===== src/rtl/vga_timing_gen.sv =====
// Raster timing generator: DrawX/DrawY counters with registered hs/vs/blank/frame_start.
// Define VGA_TIMING_FRAME_COUNT_EN to add the 8-bit frame_cnt output.
module vga_timing_gen #(
  parameter int H_VISIBLE = 640,
  parameter int H_FP      = 16,
  parameter int H_SYNC    = 96,
  parameter int H_BP      = 48,
  parameter int V_VISIBLE = 480,
  parameter int V_FP      = 10,
  parameter int V_SYNC    = 2,
  parameter int V_BP      = 33
) (
  input  logic       vga_clk,
  input  logic       reset_n,
  output logic [9:0] DrawX,
  output logic [9:0] DrawY,
  output logic       hs,
  output logic       vs,
  output logic       blank,
  output logic       frame_start
`ifdef VGA_TIMING_FRAME_COUNT_EN
  ,
  output logic [7:0] frame_cnt
`endif
);

  localparam int H_TOTAL = H_VISIBLE + H_FP + H_SYNC + H_BP;
  localparam int V_TOTAL = V_VISIBLE + V_FP + V_SYNC + V_BP;

  generate
    if (H_TOTAL > 1024 || V_TOTAL > 1024) begin : g_bad_timing
      $error("vga_timing_gen: H_TOTAL and V_TOTAL must both be <= 1024");
    end
  endgenerate

  localparam logic [9:0]  H_LAST     = 10'(H_TOTAL - 1);
  localparam logic [9:0]  V_LAST     = 10'(V_TOTAL - 1);
  // 11-bit bounds so a sync window ending exactly at 1024 does not alias to 0
  localparam logic [10:0] H_VIS      = 11'(H_VISIBLE);
  localparam logic [10:0] V_VIS      = 11'(V_VISIBLE);
  localparam logic [10:0] H_SYNC_BEG = 11'(H_VISIBLE + H_FP);
  localparam logic [10:0] H_SYNC_END = 11'(H_VISIBLE + H_FP + H_SYNC);
  localparam logic [10:0] V_SYNC_BEG = 11'(V_VISIBLE + V_FP);
  localparam logic [10:0] V_SYNC_END = 11'(V_VISIBLE + V_FP + V_SYNC);

  // Reset parks on the last pixel of the frame, so qualifiers reset to that decode
  localparam logic HS_RST = !((H_TOTAL - 1) >= H_VISIBLE + H_FP &&
                              (H_TOTAL - 1) <  H_VISIBLE + H_FP + H_SYNC);
  localparam logic VS_RST = !((V_TOTAL - 1) >= V_VISIBLE + V_FP &&
                              (V_TOTAL - 1) <  V_VISIBLE + V_FP + V_SYNC);

  logic [9:0] hc_reg, hc_next;
  logic [9:0] vc_reg, vc_next;
  logic       hs_reg, hs_next;
  logic       vs_reg, vs_next;
  logic       blank_reg, blank_next;
  logic       fs_reg, fs_next;

  always_comb begin
    hc_next = hc_reg + 10'd1;
    vc_next = vc_reg;
    if (hc_reg == H_LAST) begin
      hc_next = 10'd0;
      vc_next = (vc_reg == V_LAST) ? 10'd0 : vc_reg + 10'd1;
    end
    hs_next    = !(({1'b0, hc_next} >= H_SYNC_BEG) && ({1'b0, hc_next} < H_SYNC_END));
    vs_next    = !(({1'b0, vc_next} >= V_SYNC_BEG) && ({1'b0, vc_next} < V_SYNC_END));
    blank_next = ({1'b0, hc_next} < H_VIS) && ({1'b0, vc_next} < V_VIS);
    fs_next    = (hc_next == 10'd0) && (vc_next == 10'd0);
  end

  always_ff @(posedge vga_clk or negedge reset_n) begin
    if (!reset_n) begin
      hc_reg    <= H_LAST;
      vc_reg    <= V_LAST;
      hs_reg    <= HS_RST;
      vs_reg    <= VS_RST;
      blank_reg <= 1'b0;
      fs_reg    <= 1'b0;
    end else begin
      hc_reg    <= hc_next;
      vc_reg    <= vc_next;
      hs_reg    <= hs_next;
      vs_reg    <= vs_next;
      blank_reg <= blank_next;
      fs_reg    <= fs_next;
    end
  end

  assign DrawX       = hc_reg;
  assign DrawY       = vc_reg;
  assign hs          = hs_reg;
  assign vs          = vs_reg;
  assign blank       = blank_reg;
  assign frame_start = fs_reg;

`ifdef VGA_TIMING_FRAME_COUNT_EN
  logic [7:0] frame_cnt_reg;

  // Advances on the same edge that raises frame_start
  always_ff @(posedge vga_clk or negedge reset_n) begin
    if (!reset_n) begin
      frame_cnt_reg <= 8'd0;
    end else if (fs_next) begin
      frame_cnt_reg <= frame_cnt_reg + 8'd1;
    end
  end

  assign frame_cnt = frame_cnt_reg;
`endif

endmodule


===== config.mk =====
export PLATFORM = sky130hd
export DESIGN_NAME = vga_timing_gen
export DESIGN_NICKNAME = d
export VERILOG_FILES = /design/src/rtl/vga_timing_gen.sv
export SDC_FILE = /design/constraint.sdc
export NUM_CORES = 1
export LEC_CHECK = 0
export BUFFER_PORTS_ARGS = -buffer_cell sky130_fd_sc_hd__clkbuf_2
export CAP_MARGIN = 20
export CORE_ASPECT_RATIO = 1.1
export CORE_MARGIN = 8
export CORE_UTILIZATION = 25
export CTS_BUF_LIST = sky130_fd_sc_hd__clkbuf_16
export CTS_CLUSTER_SIZE = 14
export DETAILED_ROUTE_END_ITERATION = 12
export SLEW_MARGIN = 5
export SYNTH_ARGS = -nofsm -noshare
export SYNTH_HDL_FRONTEND = slang
export SYNTH_SLANG_ARGS = --single-unit

===== constraint.sdc =====
create_clock -name vga_clk -period 2.8 [get_ports vga_clk]
set_input_delay 0.42 -clock vga_clk [delete_from_list [all_inputs] [get_ports vga_clk]]
set_output_delay 0.42 -clock vga_clk [all_outputs]
set_load 0.01 [all_outputs]

# Word-level counts from Yosys, hierarchy flattened
# Index checks and enable logic that the tools add are counted.
[op_classes] n_mux=3 addsub=2 magnitude_cmp=6 n_reduce_logical=8 eq_ne=2
[ops] operator="10-bit 2-to-1 mux" n=3
[ops] operator="10-bit by 1-bit adder with 10-bit output, second input constant" n=2
[ops] operator="10-bit == test, second input constant" n=2
[ops] operator="10-bit zero test" n=2
[ops] operator="10-bit < comparator, second input constant" n=2
[ops] operator="10-bit by 9-bit < comparator with 1-bit output, second input constant" n=2
[ops] operator="10-bit greater-or-equal comparator, second input constant" n=1
[ops] operator="10-bit by 9-bit greater-or-equal comparator with 1-bit output, second input constant" n=1
[ops] operator="1-bit logical AND" n=4
[ops] operator="1-bit zero test" n=2
[totals] in_bits=2 wordCells=27 ff_bits=24 out_inout_bits=24

# Longest topological paths before layout
[depth] depth_word=6 mapped_depth=8 mapped_depth_nobuf=8

# Least setup slack after synthesis
# Ideal clock, no wire load.
[synth_timing] kind="flip-flop to flip-flop" startpoint="register vc_reg[0], in the netlist DrawY[0]" endpoint="register fs_reg, in the netlist frame_start" t_arrival_ns=2.389 n_path_buf=0 stages_incl_launch_ff=9 t_required_ns=2.720 synth_period_minus_slack_ns=2.470 setup_time_ns=0.080 slack_ns=0.330 cell_sequence="dfrtp_1 > inv_1 > ha_1 > or4b_4 > nor4_4 > or2b_2 > o22ai_2 > or4_4 > nor3_2"
[synth_between] elab_chain_len=5 word_cells_on_any_way=6 cone_classes="add/sub: 1; eq/ne: 1; mux: 2; reduce/logical: 2"
[synth_lines] item="start, declared" line_no="53" rtl="logic [9:0] vc_reg, vc_next;"
[synth_lines] item="start signal, assigned" line_no="82" rtl="vc_reg <= vc_next;"
[synth_lines] item="10-bit by 1-bit adder with 10-bit output / 10-bit == test (equally long branches)" line_no="64" rtl="vc_next = (vc_reg == V_LAST) ? 10'd0 : vc_reg + 10'd1;"
[synth_lines] item="10-bit 2-to-1 mux *" line_no="64"
[synth_lines] item="10-bit 2-to-1 mux *" line_no="62" rtl="if (hc_reg == H_LAST) begin"
[synth_lines] item="net vc_next[1]" line_no="53"
[synth_lines] item="10-bit zero test *" line_no="69" rtl="fs_next = (hc_next == 10'd0) && (vc_next == 10'd0);"
[synth_lines] item="1-bit logical AND *" line_no="69"
[synth_lines] item="net fs_next" line_no="57" rtl="logic fs_reg, fs_next;"
[synth_lines] item="end signal, assigned" line_no="86" rtl="fs_reg <= fs_next;"
[synth_lines] item="end, declared" line_no="57"
# Mark *: on every way through the listed nets, which the timed path passes. The rest lies on a longest branch.

# Final worst setup path
# Ends and elaborated chain as after synthesis.

==> reports/results.ini <==
[cells_and_area]
nFillCells = 568
finalInstanceArea_um2 = 1685
final_cells = 247
num_antenna_cells = 0
fin_nets = 178
drive_gt1_frac = 0.2965
syn2layout_area_growth_pct = 21.68

[synthesis]
synth-edff-count = 0
ys_ff_latch = 24
synth_most_common_cell = nand2_1
syn_inst = 146
synth_commonest_cells = 13 x nand2_1, 12 x dfrtp_1, 12 x dfstp_2, 10 x inv_1, 9 x nand4_1
yosys_warnings = 0
synthArstFlopShare = 1.000
synth.cell_area_um2 = 1385
yosysTopAreaCell = dfstp_2
synthTopCellsByArea = dfstp_2 23%, dfrtp_1 22%, xnor2_1 4.4%, xor2_1 4.4%, nand4_1 4.1%
synthesis.nets = 151
ys.flop_type = dfstp_2
synth_cell_types = 41
yosysSeqAreaShare = 0.4444
synth_top_area_frac = 0.2276
postSynthAreaPerCell_um2 = 9.487

[clock_network]
cts_max_path_buffers = 2
cts_buffers = 3
cts_tree = yes
root_buffer = clkbuf_16
postCtsHoldBufs = 0
post_cts_buffers = 0
clock_latency_ns = 0.26
clk_pin_slew_ns = 0.06
cts_resized = 0
htreeDepth = 1
cts_sinks = 24

[grt]
grt_pass1_vias = 1149
grt_max_degree = 25
track_usage = 0.09326
grt-ovfl-total = 0
grt_pass1_wl_um = 5885
antenna_found_initial = 0

[floorplanning]
ioPinCount = 26
coreArea_um2 = 5360
rows = 28
die-height_um = 94.07
start_util = 0.2584
fp.dieW_um = 86.97
die_area_um2 = 8181

[placed_design]
gp_congestion = 0.8416
place_area_um2 = 1607
io_buffers = 25
placed_cells = 243
dpl.hpwl_um = 2664

[sta]
hold_viol = 0
rsz0062_at_grt = no
skew_ns = 0.001729
whs_ns = 0.1533
tns_ns = 0
relSlewSlack = 0.6046
final-setup-viol-count = 0
min_period_ns = 2.539
finalCritPeriodShare = 0.9066
clock.fmax_ghz = 0.3939
worst_slew_pin_slew_ns = 0.5931
slew_viol_final = 0

[routing]
antenna_left = 0
dr_total_vias = 1140
drc = 0
viasPerCell = 4.615
firstDrtPassIters = 4
routedWlPerCell_um = 14.37
routed_wl_um = 3550
drt_iter0_markers = 63

[critical_path]
crit_slowest_cell = or4_4
path_max_fanout = 8
arrival_ns = 2.72
start_kind = register
critical_path_class = register to register
path_buf_inv = 1
max_stage_delay_ns = 0.53
cp_cell_sequence = inv_1 -> ha_1 -> or4b_4 -> nor4_4 -> or2b_2 -> o22ai_2 -> or4_4 -> nor3_2
required_ns = 2.98
cp_top_family = simple AND/OR/NAND/NOR gates
cp-end-kind = register

[power_and_ir_drop]
leakagePower_nw = 0.7490
vdd_drop_max_uv = 203.5
p_per_area_nw_per_um2 = 399.2

[run]
drv_cap = 0

[outcome]
status = finished clean

[min_path]
min_path_type = input pin to asynchronous set/reset pin

-- cell usage in the layout, fill, tap and decap left out, types with 2 or more instances in the layout --
master / Yosys / routed
a211oi_1: 2 / 2
a21oi_1: 2 / 2
and3_1: 5 / 5
and4_1: 3 / 3
buf_4: 0 / 4
clkbuf_16: 0 / 3
clkbuf_2: 0 / 25
dfrtp_1: 12 / 12
dfstp_2: 12 / 12
ha_1: 3 / 3
inv_1: 10 / 10
mux2i_1: 2 / 2
nand2_1: 13 / 13
nand2b_1: 2 / 2
nand3_1: 6 / 6
nand4_1: 9 / 9
nor2_1: 8 / 8
nor3_1: 5 / 5
nor4_1: 2 / 2
o21ai_0: 8 / 8
o31ai_1: 2 / 2
xnor2_1: 7 / 7
xor2_1: 7 / 7
-- metrics by stage --
step	utilization	setup slack [ns]	total power, mW
floorplan	-	0.3305	0.3535
global placement	0.2997	0.3060	0.3608
detailed placement	0.2997	0.2466	0.3609
CTS	0.3144	0.2278	0.6775
global route	0.3144	0.1421	0.6930
finish	0.3144	0.2615	0.6728
-- worst paths after layout --
check | startpoint | end | slack (ns) | cells past startpoint
setup / recovery | DrawY[0] | frame_start | 0.26 | 8
setup reg to reg | DrawY[0] | frame_start | 0.26 | 8
min in group vga_clk | DrawX[0] | DrawX[0] | 0.54 | 1
max in group asynchronous | reset_n | DrawX[6] | 2.26 | 1
hold / removal | reset_n | DrawY[8] | 0.15 | 1
hold reg to reg | DrawX[0] | DrawX[0] | 0.54 | 1
-- power breakdown --
| part | leakage [nW] | internal (mW) | switching (mW) |
|---|---|---|---|
| logic | 0.428 | 0.000478 | 0.00641 |
| clock network | 0.0385 | 0.191 | 0.127 |
| registers | 0.282 | 0.348 | 0 |
-- cells by family after synthesis --
logic type	share of synthesized area
fa+ha+maj	0.02710
compound gates	0.09847
mux	0.01445
buf+inv	0.04697
flops	0.4444
xor+xnor	0.08853
simple gates	0.2800
-- per-layer routing --
layer	part of all wire	wire, um	track usage	vias to the layer above
li1	-	-	-	566
met5	0	0	0	-
met4	0.023	80	0.04598	0
met2	0.43	1512	0.1318	26
met1	0.49	1735	0.1233	542
met3	0.062	221	0.03062	6
-- final cells by class --
type,count,area (um2),share of cell area
flip-flops and latches,24,615.6,0.3653
well taps,75,93.84,0.05568
repair buffers,29,155.1,0.09206
clock buffers,3,75.07,0.04454
inverters,10,37.54,0.02227
clock inverters,1,3.754,0.002227
multi-input cells,105,704.4,0.4180
No activity file was read; power rests on OpenSTA's default activity.
